`src/rtl/line_clear_engine.sv`:
```
// ---------------------------------------------------------------------------
// line_clear_engine
//
// Collapses the playfield after a brick has been merged into it. The board is
// scanned bottom-up one row per cycle. Every full row is removed by shifting
// all rows above it down by one, with zeros entering at the top. The same row
// is checked again after a shift, so stacked full rows are all removed.
// The engine counts the rows it removed and keeps a running line total and
// the level derived from that total.
//
// Ports
//   clk            clock
//   rst            asynchronous, active-high reset
//   start          one-cycle request to collapse board_in (only seen in IDLE)
//   board_in       occupancy, cell (x,y) = bit x + y*BOARD_W, row 0 = bottom
//   clear_total    synchronous clear of total_lines and level (new game)
//   busy           engine is working on a request
//   done           one-cycle pulse, board_out and lines_cleared are fresh
//   board_out      collapsed board, held until the next done
//   lines_cleared  rows removed by the last request
//   total_lines    lines cleared since clear_total, saturating at 0xFFFF
//   level          min(total_lines / LINES_PER_LEVEL, MAX_LEVEL)
// ---------------------------------------------------------------------------
module line_clear_engine #(
   parameter int BOARD_W         = 10,
   parameter int BOARD_H         = 20,
   parameter int LINES_PER_LEVEL = 10,
   parameter int MAX_LEVEL       = 14
) (
   input  logic                       clk,
   input  logic                       rst,
   input  logic                       start,
   input  logic [BOARD_W*BOARD_H-1:0] board_in,
   input  logic                       clear_total,
   output logic                       busy,
   output logic                       done,
   output logic [BOARD_W*BOARD_H-1:0] board_out,
   output logic [4:0]                 lines_cleared,
   output logic [15:0]                total_lines,
   output logic [3:0]                 level
);

   localparam logic [4:0] LAST_ROW = 5'(BOARD_H - 1);

   typedef enum logic [1:0] {
      IDLE,
      SCAN,
      SHIFT,
      DONE
   } state_t;

   state_t state;
   state_t state_next;

   // Working copy of the board, one packed element per row so a row can be
   // selected and shifted as a unit.
   logic [BOARD_H-1:0][BOARD_W-1:0] work;
   logic [4:0]                      row;
   logic [4:0]                      k;

   logic        row_full;
   logic        enter_done;
   logic [16:0] sum_total;
   logic [15:0] new_total;
   logic [15:0] level_raw;
   logic [3:0]  new_level;

   // The row under the scan pointer, and the single condition that moves the
   // engine into DONE: the top row has been reached and is not full.
   always_comb begin
      row_full   = &work[row];
      enter_done = (state == SCAN) && !row_full && (row == LAST_ROW);
   end

   // Running total with saturation, and the level derived from the updated
   // total so both registers change together on the edge entering DONE.
   always_comb begin
      sum_total = {1'b0, total_lines} + {12'd0, k};
      new_total = sum_total[16] ? 16'hFFFF : sum_total[15:0];
      level_raw = new_total / 16'(LINES_PER_LEVEL);
      new_level = (level_raw > 16'(MAX_LEVEL)) ? 4'(MAX_LEVEL) : level_raw[3:0];
   end

   // State register. Reset aborts any request in flight without a done.
   always_ff @(posedge clk or posedge rst) begin
      if (rst) begin
         state <= IDLE;
      end else begin
         state <= state_next;
      end
   end

   // Next-state logic. start only matters in IDLE; there is no queueing.
   // A full row always goes through SHIFT and back to SCAN on the same row.
   always_comb begin
      state_next = state;
      case (state)
         IDLE: begin
            if (start) begin
               state_next = SCAN;
            end
         end
         SCAN: begin
            if (row_full) begin
               state_next = SHIFT;
            end else if (row == LAST_ROW) begin
               state_next = DONE;
            end
         end
         SHIFT: begin
            state_next = SCAN;
         end
         DONE: begin
            state_next = IDLE;
         end
         default: begin
            state_next = IDLE;
         end
      endcase
   end

   // Status outputs are plain decodes of the registered state, so done is a
   // clean single-cycle pulse.
   always_comb begin
      busy = (state != IDLE);
      done = (state == DONE);
   end

   // Datapath: board capture, scan pointer, row shifting and the registered
   // results. board_out is only written on the edge entering DONE so the
   // renderer never sees a half-collapsed board. clear_total takes priority
   // over the DONE update of the counters but leaves the board result alone.
   always_ff @(posedge clk or posedge rst) begin
      if (rst) begin
         work          <= '0;
         row           <= '0;
         k             <= '0;
         board_out     <= '0;
         lines_cleared <= '0;
         total_lines   <= '0;
         level         <= '0;
      end else begin
         case (state)
            IDLE: begin
               if (start) begin
                  work <= board_in;
                  row  <= '0;
                  k    <= '0;
               end
            end
            SCAN: begin
               if (!row_full && (row != LAST_ROW)) begin
                  row <= row + 5'd1;
               end
            end
            SHIFT: begin
               for (int r = 0; r < BOARD_H - 1; r++) begin
                  if (r >= int'(row)) begin
                     work[r] <= work[r+1];
                  end
               end
               work[BOARD_H-1] <= '0;
               k               <= k + 5'd1;
            end
            default: begin
            end
         endcase

         if (enter_done) begin
            board_out     <= work;
            lines_cleared <= k;
         end

         if (clear_total) begin
            total_lines <= '0;
            level       <= '0;
         end else if (enter_done) begin
            total_lines <= new_total;
            level       <= new_level;
         end
      end
   end

endmodule
```
`config.mk`:
```
export PLATFORM = sky130hd
export DESIGN_NAME = line_clear_engine
export DESIGN_NICKNAME = d
export VERILOG_FILES = /design/src/rtl/line_clear_engine.sv
export SDC_FILE = /design/constraint.sdc
export NUM_CORES = 1
export LEC_CHECK = 0
export CAP_MARGIN = 0
export CORE_MARGIN = 2
export CORE_UTILIZATION = 30
export CTS_BUF_LIST = sky130_fd_sc_hd__clkbuf_4 sky130_fd_sc_hd__clkbuf_8
export CTS_CLUSTER_SIZE = 30
export DETAILED_ROUTE_END_ITERATION = 8
export PLACE_DENSITY_LB_ADDON = 0.05
export SYNTH_ARGS = -nofsm -noshare
export SYNTH_HDL_FRONTEND = slang
export SYNTH_SLANG_ARGS = --single-unit
```
`constraint.sdc`:
```
create_clock -name clk -period 20 [get_ports clk]
set_clock_uncertainty 0.1 [all_clocks]
set_input_delay 3 -clock clk [delete_from_list [all_inputs] [get_ports clk]]
set_output_delay 3 -clock clk [all_outputs]
set_load 0.02 [all_outputs]
```
==> metrics.csv <==
stage,metric,value,unit
run_status,status,"finished, final reports clean",
die,FP Rows,99,
synthesis,Post-Syn Area,22100,µm²
setup_path,"Data required, critical path",20.49,ns
cts,worst-skew pair later-pin latency,0.68,ns
pwr,VDD IR max,0.0000642,V
cts,CTS Sinks,437,
sta,Final Cycle Share,37.8,%
grt,vias in the first global route,18315,
setup_path,RR Startpoint,k[0]$_DFFE_PP0P_,
route,DRC Markers,0,
layout,final net count,2718,
grt,initial antenna violation count,6,
cts,hold buffer count at cts,0,
cts,Num CTS Buffers,86,
sta,final hold vios,0,
die,Ports,431,
pwr,Clock power frac,24.4,%
synthesis,Mapped Cells,2119,
sta,RSZ-0062 raised after global routing,no,
hold_path,Hold WC Path Type,reg -> reg,
sta,worst slew pin tran,1.18,ns
setup_path,crit path launch type,register,
cts,post_cts resized,0,
pwr,Switch Pwr,1550,µW
pwr,logic gate share of total power,35.6,%
cts,CTS tree,yes,
layout,fin cells,3529,
cts,clock-pin transition on the worst setup and hold timing paths,0.07,ns
setup_path,CP Capture Type,register,
setup_path,register-to-register setup slack,12.44,ns
grt,global-route wire length before repair,123,mm
setup_path,worst-case reg-to-reg path depth,23,
sta,fmax,0.132,GHz
sta,final setup vio count,0,
sta,slew margin rel.,20.8,%
die,Die Area,75700,µm²
grt,Congestion Overflow GR,0,
setup_path,Critical Path AT,8.05,ns
synthesis,syn_area_per_cell,10.4,µm²
cts,CTS Root Cell,clkbuf_8,
sta,setup_tns,0,ns
cts,Post CTS Setup Buffer Count,0,
synthesis,Post-Syn Nets,2335,
route,Iteration-0 DRC Markers,1118,
pwr,Sw Share,38.5,%
setup_path,Crit Path Max Fanout,20,
synthesis,Unique masters post-synth,89,
cts,Max H-tree Level,3,
pwr,Power Density,139,nW/µm²
place,dpl hpwl,59.6,mm
synthesis,"EDFF count, synth",0,
synthesis,"Seq/Total Area, Yosys",49.6,%
place,Cell Count Post-Placement,3373,
hold_path,worst hold start,work[8]$_DFFE_PP0P_,
setup_path,Setup Crit Path Kind,reg -> reg,
setup_path,r2r endpoint,level[0]$_DFFE_PP0P_,
sta,Max Slew Vio Count,0,
place,GPL Wtd Cong,0.838,
layout,# fillers,7191,
cts,deepest clock path buffer count,3,
layout,Layout area overhead,31.8,%
sta,min cycle time layout,7.56,ns
die,Die X,275,µm
grt,largest net degree at the start of global routing,160,
place,Port-buffer cells,430,
synthesis,"Top FF cell, synth",dfrtp_1,
pwr,P_leak,0.0134,µW
setup_path,crit path launch,k[0]$_DFFE_PP0P_,
synthesis,"flops & latches, synth",437,
synthesis,Yosys Warn Count,0,
grt,gr usage total,21.5,%
hold_path,Worst Hold End,work[8]$_DFFE_PP0P_,
die,Initial Util,30.3,%
route,post-route ant nets,0,
hold_path,WHS Path Cells,2,
route,post-DR wirelength/cell,23.4,µm
die,core box area,72800,µm²
route,drt first pass iters,9,
route,vias per cell,5.13,
pwr,Flop pwr share,40.0,%
route,final WL,82.7,mm
die,die height,275,µm
pwr,Pint,2480,µW
route,total number of vias,18091,
synthesis,Synth async-reset ratio,100,%
job,max cap viols,0,
layout,share of cells above drive strength 1,17.7,%
[metal layers]
metal | track usage [%] | wire [µm] | up-vias
li1 | - | - | 8437
met1 | 29.0 | 36800 | 9039
met2 | 35.7 | 40200 | 505
met3 | 4.02 | 4120 | 104
met4 | 5.21 | 1460 | 6
met5 | 0 | 38 | -
[per-stage QoR]
step	total power, µW	area, µm²	hold WS [ns]	worst slack (ns)	utilization [%]
detailed placement	3090	27200	0.394	12.50	37.3
floorplan	2340	22100	0.361	4.73	-
global route	4290	29100	0.418	11.70	39.9
CTS	4100	29100	0.407	12.46	39.9
global placement	3070	27200	0.384	12.65	37.3
finish	4030	29100	0.404	12.44	39.9
[cell usage after synthesis (26+ instances only)]
master	count	share of area, %
a21oi_1	50	1.1
mux2_2	207	11
nand2_1	333	5.7
o21ai_0	200	4.5
a211oi_1	28	0.95
mux4_2	26	2.7
dfrtp_1	437	50
nor2_1	121	2.1
clkbuf_1	134	2.3
a31oi_1	65	1.8
nand3_1	61	1.4
mux2i_1	149	6.8
[critical path: stages, from the launching register on]
cell       delay (ns)
dfrtp_1          0.44
ha_1             0.27
fa_1             0.44
a21oi_2          0.29
a2bb2oi_4        0.32
or3_1            0.57
nand3_1          0.48
or3_1            0.48
a31o_2           0.25
nand4_1          0.50
nand2_1          0.19
a32o_1           0.30
a211oi_1         0.36
o21ai_0          0.14
nand2_1          0.47
nand3_1          0.18
o211a_1          0.24
a32oi_1          0.28
inv_1            0.17
ha_1             0.23
a31oi_1          0.28
a211oi_1         0.13
a31o_2           0.24
a2bb2oi_2        0.11
[power groups by stage]
stage	logic, µW	clock network [µW]	registers [µW]
6_report	1430	985	1610
5_1_grt	1560	1060	1670
4_1_cts	1460	1020	1620
3_5_place_dp	1450	0	1630
3_3_place_gp	1440	0	1630
2_1_floorplan	715	0	1630
[state kept, by name, indices dropped and copies added (netlist names)]
signal,flops
board_out,200
k,5
work,200
level,4
total_lines,16
state,2
row,5
lines_cleared,5
[cells by family after synthesis]
family                   count (synthesis)  synth area share, %
AO/OA/AOI/OAI                          466                 13.3
flip-flops                             437                 49.6
buffers and inverters                  176                 3.22
XOR/XNOR                                16                0.635
adder cells (fa/ha/maj)                 13                0.760
AND/OR/NAND/NOR                        628                 12.4
multiplexers                           383                 20.0
[how the worst max path moves through the flow]
| stage | endpoint | slack [ns] | cells after the start |
|---|---|---|---|
| 2_1_floorplan | board_out[0]$_DFFE_PP0P_ | 4.73 | 1 |
| 3_3_place_gp | level[0]$_DFFE_PP0P_ | 12.65 | 24 |
| 3_5_place_dp | level[0]$_DFFE_PP0P_ | 12.50 | 23 |
| 4_1_cts | level[0]$_DFFE_PP0P_ | 12.46 | 23 |
| 5_1_grt | level[0]$_DFFE_PP0P_ | 11.70 | 23 |
| 6_report | level[0]$_DFFE_PP0P_ | 12.44 | 23 |
[area by class of cell]
type | count | area [µm²] | share of cell area [%]
clock buffer | 139 | 1750 | 6.02
timing repair buffer | 458 | 4540 | 15.6
clock inverter | 14 | 128 | 0.439
inverter | 13 | 56.3 | 0.194
antenna | 3 | 7.51 | 0.0258
sequential | 437 | 10900 | 37.6
tap | 959 | 1200 | 4.13
multi-input combinational | 1506 | 10500 | 36.0
[cell usage in the layout, fill, tap and decap left out, drive strengths merged, types with 62 or more instances in the layout]
| cell | n |
|---|---|
| nand3 | 62 |
| clkdlybuf4s50 | 430 |
| mux2 | 208 |
| o21ai | 203 |
| clkbuf | 139 |
| dfrtp | 437 |
| nor2 | 121 |
| mux2i | 149 |
| nand2 | 334 |
| a31oi | 67 |
No activity file was read; power rests on OpenSTA's default activity.
